**config.mk**
```make
export PLATFORM = sky130hd
export DESIGN_NAME = obli_col_mac
export DESIGN_NICKNAME = d
export VERILOG_FILES = /design/src/rtl/obli_col_mac.sv
export SDC_FILE = /design/constraint.sdc
export NUM_CORES = 1
export LEC_CHECK = 0
export BUFFER_PORTS_ARGS = -buffer_cell sky130_fd_sc_hd__buf_2
export CAP_MARGIN = 20
export CORE_AREA = 2 2 195 197
export CTS_BUF_LIST = sky130_fd_sc_hd__clkbuf_8
export DETAILED_ROUTE_END_ITERATION = 8
export DIE_AREA = 0 0 197 199
export GPL_TIMING_DRIVEN = 1
export PLACE_DENSITY = 0.81
export SLEW_MARGIN = 20
export SYNTH_ARGS = -nofsm -noshare
export SYNTH_HDL_FRONTEND = slang
export SYNTH_SLANG_ARGS = --single-unit
```
**constraint.sdc**
```tcl
create_clock -name clk -period 8.5 [get_ports clk]
set_input_delay 0.425 -clock clk [delete_from_list [all_inputs] [get_ports clk]]
set_output_delay 0.425 -clock clk [all_outputs]
set_load 0.03 [all_outputs]
```
**src/rtl/obli_col_mac.sv**
```systemverilog
// Column multiply-accumulate stage fed by the oblique buffer: nData signed products per column, nCols results per run.
// Optional build macro OBLI_MAC_SATURATE_EN clamps overflowing sums instead of wrapping them.
module obli_col_mac #(
  parameter int DATA_WIDTH = 16,
  parameter int MAX_nDATA  = 1024,
  parameter int MAX_nCOLS  = 4096,
  parameter int ACC_WIDTH  = 2*DATA_WIDTH + $clog2(MAX_nDATA)
) (
  input  logic                                        clk,
  input  logic                                        rst,
  input  logic                                        start,
  input  logic [$clog2(MAX_nCOLS)+$clog2(MAX_nDATA)-1:0] config_bits,
  input  logic                                        buf_rrdy,
  input  logic [DATA_WIDTH-1:0]                       buf_data,
  output logic                                        buf_re,
  input  logic [DATA_WIDTH-1:0]                       w_data,
  input  logic                                        w_valid,
  output logic                                        w_ready,
  output logic [ACC_WIDTH-1:0]                        acc_out,
  output logic                                        acc_valid,
  input  logic                                        acc_ready,
  output logic                                        ovf,
  output logic                                        busy,
  output logic                                        done
);

  localparam int NW = $clog2(MAX_nDATA);
  localparam int CW = $clog2(MAX_nCOLS);
  localparam int PW = 2*DATA_WIDTH;

  typedef enum logic [1:0] {IDLE, RUN, DRAIN} state_t;

  state_t                       state_q;
  logic [NW-1:0]                n_data_q, elem_cnt_q;
  logic [CW-1:0]                n_cols_q, issue_col_q, out_col_q;
  logic signed [PW-1:0]         prod_q;
  logic                         v1_q, last1_q, first1_q;
  logic signed [ACC_WIDTH-1:0]  acc_q, acc_out_q;
  logic                         acc_valid_q, ovf_q, done_q;

  logic [NW-1:0]                cfg_n_data;
  logic [CW-1:0]                cfg_n_cols;
  logic                         last, stall, fire, accept, ovf_hit;
  logic signed [ACC_WIDTH-1:0]  acc_base, sum_d;
  logic signed [ACC_WIDTH:0]    sum_wide;

  assign cfg_n_data = config_bits[NW-1:0];
  assign cfg_n_cols = config_bits[CW+NW-1:NW];

  // NOTE: every always_comb output gets a default first so no path can leave a latch behind.
  always_comb begin
    last     = 1'b0;
    stall    = 1'b0;
    fire     = 1'b0;
    accept   = acc_valid_q && acc_ready;
    acc_base = first1_q ? '0 : acc_q;
    sum_wide = (ACC_WIDTH+1)'(acc_base) + (ACC_WIDTH+1)'(prod_q);
    ovf_hit  = sum_wide[ACC_WIDTH] ^ sum_wide[ACC_WIDTH-1];
    sum_d    = sum_wide[ACC_WIDTH-1:0];
`ifdef OBLI_MAC_SATURATE_EN
    if (ovf_hit)
      sum_d = sum_wide[ACC_WIDTH] ? {1'b1, {(ACC_WIDTH-1){1'b0}}}
                                  : {1'b0, {(ACC_WIDTH-1){1'b1}}};
`endif
    if (state_q == RUN) begin
      last  = (elem_cnt_q == n_data_q - NW'(1));
      // A last element may only enter once the single result slot is guaranteed free.
      stall = last && ((acc_valid_q && !acc_ready) || (v1_q && last1_q));
      fire  = buf_rrdy && w_valid && !stall;
    end
  end

  // NOTE: sequential state uses non-blocking assignments so every register samples pre-edge values.
  always_ff @(posedge clk) begin
    if (rst) begin
      state_q     <= IDLE;
      n_data_q    <= '0;
      n_cols_q    <= '0;
      elem_cnt_q  <= '0;
      issue_col_q <= '0;
      out_col_q   <= '0;
      prod_q      <= '0;
      v1_q        <= 1'b0;
      last1_q     <= 1'b0;
      first1_q    <= 1'b0;
      acc_q       <= '0;
      acc_out_q   <= '0;
      acc_valid_q <= 1'b0;
      ovf_q       <= 1'b0;
      done_q      <= 1'b0;
    end else begin
      done_q <= 1'b0;

      v1_q <= fire;
      if (fire) begin
        prod_q   <= PW'($signed(buf_data)) * PW'($signed(w_data));
        last1_q  <= last;
        first1_q <= (elem_cnt_q == '0);
      end

      if (v1_q) begin
        acc_q <= sum_d;
        if (ovf_hit) ovf_q <= 1'b1;
      end

      // A same-cycle accept and new write leaves valid set with the fresh value.
      if (v1_q && last1_q) begin
        acc_out_q   <= sum_d;
        acc_valid_q <= 1'b1;
      end else if (accept) begin
        acc_valid_q <= 1'b0;
      end

      case (state_q)
        IDLE: begin
          if (start && cfg_n_data != '0 && cfg_n_cols != '0) begin
            n_data_q    <= cfg_n_data;
            n_cols_q    <= cfg_n_cols;
            elem_cnt_q  <= '0;
            issue_col_q <= '0;
            out_col_q   <= '0;
            ovf_q       <= 1'b0;
            state_q     <= RUN;
          end
        end
        RUN: begin
          if (fire) begin
            elem_cnt_q <= last ? '0 : elem_cnt_q + NW'(1);
            if (last) begin
              issue_col_q <= issue_col_q + CW'(1);
              if (issue_col_q == n_cols_q - CW'(1)) state_q <= DRAIN;
            end
          end
        end
        default: ;
      endcase

      if (state_q != IDLE && accept) begin
        out_col_q <= out_col_q + CW'(1);
        if (out_col_q == n_cols_q - CW'(1)) begin
          done_q  <= 1'b1;
          state_q <= IDLE;
        end
      end
    end
  end

  assign buf_re    = fire;
  assign w_ready   = fire;
  assign acc_out   = acc_out_q;
  assign acc_valid = acc_valid_q;
  assign ovf       = ovf_q;
  assign busy      = (state_q != IDLE);
  assign done      = done_q;

endmodule
```
After elaboration in Yosys (flattened, before gate mapping)
Index checks and enable logic that the tools add are counted.

Bitwise operators: 2. Equality and inequality tests: 7. Shift-type cells: 0. Add/sub/neg operators: 6. Multiplexer cells: 27. Multiply operators: 1. Magnitude comparators: 0. Div/mod/pow operators: 0. Reductions and logical operators: 26.

Operators with widths (number): two-way mux 12 bit (5); adder 42 x 32 -> 43 bit (1); two-way mux 42 bit (1); multiplier 16 x 16 -> 32 bit (1); two-way mux 10 bit (3); adder 12 x 1 -> 12 bit, second input constant (2); == test 12 bit (2); one-hot mux 12 bit (2 select lines) (1); one-hot mux 10 bit (2 select lines) (1); two-way mux 2 bit (6); nonzero test 12 bit (1); subtractor 12 x 1 -> 12 bit, second input constant (1); adder 10 x 1 -> 10 bit, second input constant (1); == test 10 bit (1); zero test 10 bit (1); nonzero test 10 bit (1); nonzero test 2 bit (5); subtractor 10 x 1 -> 10 bit, second input constant (1); logical AND 1 bit (9); two-way mux 1 bit (9); != test 2 bit, second input constant (3); one-hot mux 2 bit (2 select lines) (1); AND reduction 2 bit (2); AND reduction 4 bit (1); other kinds (8) (9).

Bits in writable memories: 0. Logic and storage cells: 84. Input port bits: 60. Register bits: 180. Output and inout port bits: 48. Bits in latches: 0. Memories kept: 0. ROM bits: 0.

Logic depth before layout (Yosys ltp)
Word-level depth: 11. Depth in mapped cells: 24. Depth with buffers taken out: 22.

Worst setup path before layout
OpenSTA, ideal clock, no wires.

Kind: input to register. Start: input w_data[1]. End: register prod_q[30]. Data required time: 8383 ps. Library setup time: 117 ps. Data arrival time: 6146 ps. Setup slack: 2237 ps. Path buffers: 1. Cell stages on the path: 22. Cells stage by stage: clkbuf_1 > nand2_1 > inv_1 > fa_1 > fa_1 > inv_1 > fa_1 > inv_1 > fa_1 > fa_1 > inv_1 > fa_1 > inv_1 > ha_1 > and3_1 > and3_1 > and2_1 > a22oi_1 > a21oi_1 > a221o_1 > xor2_1 > a22o_1.

Cells in the longest elaborated chain, start to end: 1.

Ends and longest elaborated chain: start: declaration (RTL line 16) `input logic [DATA_WIDTH-1:0] w_data,`; multiplier 16 x 16 -> 32 bit (RTL line 96) `prod_q <= PW'($signed(buf_data)) * PW'($signed(w_data));`; end signal: assignment (RTL line 96); end: declaration (RTL line 36) `logic signed [PW-1:0] prod_q;`.

No other way between the ends. A chain may end at the register's enable or synchronous reset.

Worst setup path in the final report
Same ends and word-level chain as after synthesis.

==> flow_metrics.env <==
export IMPL_grt_pass1_vias=17200
export IMPL_max_stage_delay_ns=0.83
export IMPL_synth_compound_area_share=0.103
export IMPL_cts_root_buf="clkbuf_8"
export IMPL_synth_edff_count=0
export IMPL_postLayoutCellArea_um2=21300
export IMPL_post_cts_buffers=0
export IMPL_cts_sinks=180
export IMPL_r2r_setup_slack_ns=4.52
export IMPL_r2r_start="first1_q"
export IMPL_grt_overflow=0
export IMPL_grt_usage=0.253
export IMPL_yosys_area_share_adder=0.343
export IMPL_ys_async_sr_fraction=0
export IMPL_netlist_area_leader_share=0.262
export IMPL_vias=16200
export IMPL_tns_ns=0
export IMPL_startpoint_type="input pin"
export IMPL_hold_end="n_cols_q[7]"
export IMPL_holdCritStartpoint="config_bits[17]"
export IMPL_fp_row_count=71
export IMPL_grt_max_degree=81
export IMPL_first_pass_iters=7
export IMPL_ioPinCount=108
export IMPL_place_hpwl_um=37200
export IMPL_clk_pin_slew_ns=0.09
export IMPL_synth_avg_cell_area_um2=8.63
export IMPL_hp_class="in2reg"
export IMPL_antenna_diode_count=0
export IMPL_fmax_ghz=0.160
export IMPL_crit_type="in2reg"
export IMPL_wl_um=47400
export IMPL_cts_tree="done"
export IMPL_synth_cell_types=79
export IMPL_hold_ws_ns=0.197
export IMPL_cts_hold_buf=0
export IMPL_final_common_cell="inv_1"
export IMPL_core_area_um2=37100
export IMPL_fin_crit_sh=0.735
export IMPL_worst_slew_pin_slew_ns=0.979
export IMPL_dpl_cell_count=2815
export IMPL_syn_inst=2330
export IMPL_drtIter0Drc=941
export IMPL_cp_end_kind="flip-flop"
export IMPL_fin_util=0.574
export IMPL_finalPower_mw=8.38
export IMPL_status="completed"
export IMPL_synth_top_family_by_area="adder cells"
export IMPL_synth_xor_area_frac=0.0575
export IMPL_syn2layout_area_growth_pct=5.99
export IMPL_drt_antenna_violating_nets=0
export IMPL_nets=2813
export IMPL_ctsHtreeMaxLevel=4
export IMPL_synth_area_top_cells="fa_1 26%, dfxtp_1 18%, ha_1 8.1%"
export IMPL_r2r_end="acc_q[40]"
export IMPL_stdcell_count=2847
export IMPL_clockBufferDepth=2
export IMPL_p_leak_nw=9.92
export IMPL_crit_slowest_cell="fa_1"
export IMPL_synth_area_um2=20100
export IMPL_die_area_um2=39200
export IMPL_path_cells="buf_2 > nand2_1 > inv_1 > fa_1 > fa_1 > inv_1 > fa_1 > inv_1 > fa_1 > fa_1 > inv_1 > fa_1 > inv_1 > ha_1 > and3_1 > and3_1 > and2_1 > a22oi_1 > a21oi_1 > a221o_1 > xor2_1 > a22o_1"
export IMPL_whs_path_depth=3
export IMPL_start_util=0.541
export IMPL_vias_per_cell=5.69
export IMPL_port_buffers=107
export IMPL_drive_above_1_share=0.0737
export IMPL_reg2reg_depth=14
export IMPL_yosysTopAreaCell="fa_1"
export IMPL_ys_seq_area_frac=0.179
export IMPL_maxSlewHeadroom=0.347
export IMPL_muxShareOfSynthArea=0.0405
export IMPL_antenna_found_initial=0
export IMPL_die_h_um=199
export IMPL_maxCapViolCount=0
export IMPL_rsz0062_at_grt="no"
export IMPL_synthesis_nets=2783
export IMPL_yosys_area_share_simple=0.196
export IMPL_mostFrequentLayoutCells="326 x inv_1, 263 x fa_1, 248 x nand2_1, 184 x nor2_1, 179 x dfxtp_1"
export IMPL_setup_slack_ns=2.25
export IMPL_worstPathArrival_ns=6.62
export IMPL_crit_fanout=16
export IMPL_worstPathRequired_ns=8.87
export IMPL_ir_worst_vdd_uv=744
export IMPL_hold_viol=0
export IMPL_timing_final_crit_period_ns=6.25
export IMPL_yosysWarnings=0
export IMPL_drc=0
export IMPL_timing_critical_path_mode_cell="fa_1"
export IMPL_setup_viol=0
export IMPL_place_gp_congestion=0.951
export IMPL_slew_viol_final=0
export IMPL_place_ws_ns=1.77
export IMPL_drt_wirelength_per_cell_um=16.7
export IMPL_grt_pass1_wl_um=80400
export IMPL_cts_made_buffers=17
export IMPL_yosys_register_bits=180
export IMPL_powerDensity_nw_per_um2=393
export IMPL_post_dp_cell_area_um2=20900
export IMPL_finClkSkew_ns=0.00822
export IMPL_insertion_delay_ns=0.48
export IMPL_cts_resized=0
export IMPL_synth_ff_type="dfxtp_1"
export IMPL_die_x_um=197
worst max-delay path by stage:
stage | start | endpoint
after CTS | w_data[1] | prod_q[30]
after floorplan | w_data[1] | prod_q[30]
after global placement | w_data[2] | prod_q[30]
after detailed placement | w_data[1] | prod_q[30]
final | w_data[1] | prod_q[30]
after global routing | w_data[1] | prod_q[30]
final cells by class:
type | count | area, µm²
clock inverter | 15 | 183
clock buffer | 17 | 234
tap | 474 | 593
inverter | 325 | 1220
sequential | 180 | 3600
fill | 3214 | 15800
multi-input combinational | 1721 | 14900
timing repair buffer | 115 | 598
cell families after synthesis:
| family | Yosys count |
|---|---|
| flip-flops | 180 |
| XOR/XNOR | 132 |
| buffers and inverters | 429 |
| AO/OA/AOI/OAI | 316 |
| AND/OR/NAND/NOR | 799 |
| adder cells (fa/ha/maj) | 393 |
| multiplexers | 81 |
critical path: cells and delay by family:
family	cells	cell delay (ns)
simple gates	4	0.71
xor+xnor	1	0.14
fa+ha+maj	7	3.71
buf+inv	6	0.72
compound gates	4	0.90
synthesized netlist by cell type, types with 38 or more instances:
master    number
clkbuf_1      90
inv_1        325
o21ai_0       45
nor2b_1       47
xor2_1        52
nor2_1       185
nand3_1       38
xnor2_1       80
nand2_1      248
a21oi_1      107
dfxtp_1      180
and2_1       137
fa_1         263
mux2i_1       78
ha_1         130
power by group:
group	switching (mW)	leakage [nW]	internal [mW]
Combinational	3.83	8.25	3.01
Clock	0.326	0.216	0.294
Sequential	0.0300	1.46	0.880
flip-flops by register name (all words and copies together), names as in the netlist:
| register | count |
|---|---|
| ovf | 1 |
| last1_q | 1 |
| acc_valid | 1 |
| done | 1 |
| elem_cnt_q | 10 |
| acc_q | 42 |
| prod_q | 32 |
| v1_q | 1 |
| state_q | 2 |
| first1_q | 1 |
| n_data_q | 10 |
| issue_col_q | 12 |
| n_cols_q | 12 |
| out_col_q | 12 |
| acc_out | 42 |
per-layer routing:
metal	vias up	track usage	routed length (µm)
li1	7566	-	-
met1	7979	0.286	18300
met2	508	0.472	25000
met3	159	0.0326	2090
met4	0	0.121	2120
met5	-	0	0
Power figures use the tool's default switching activity.
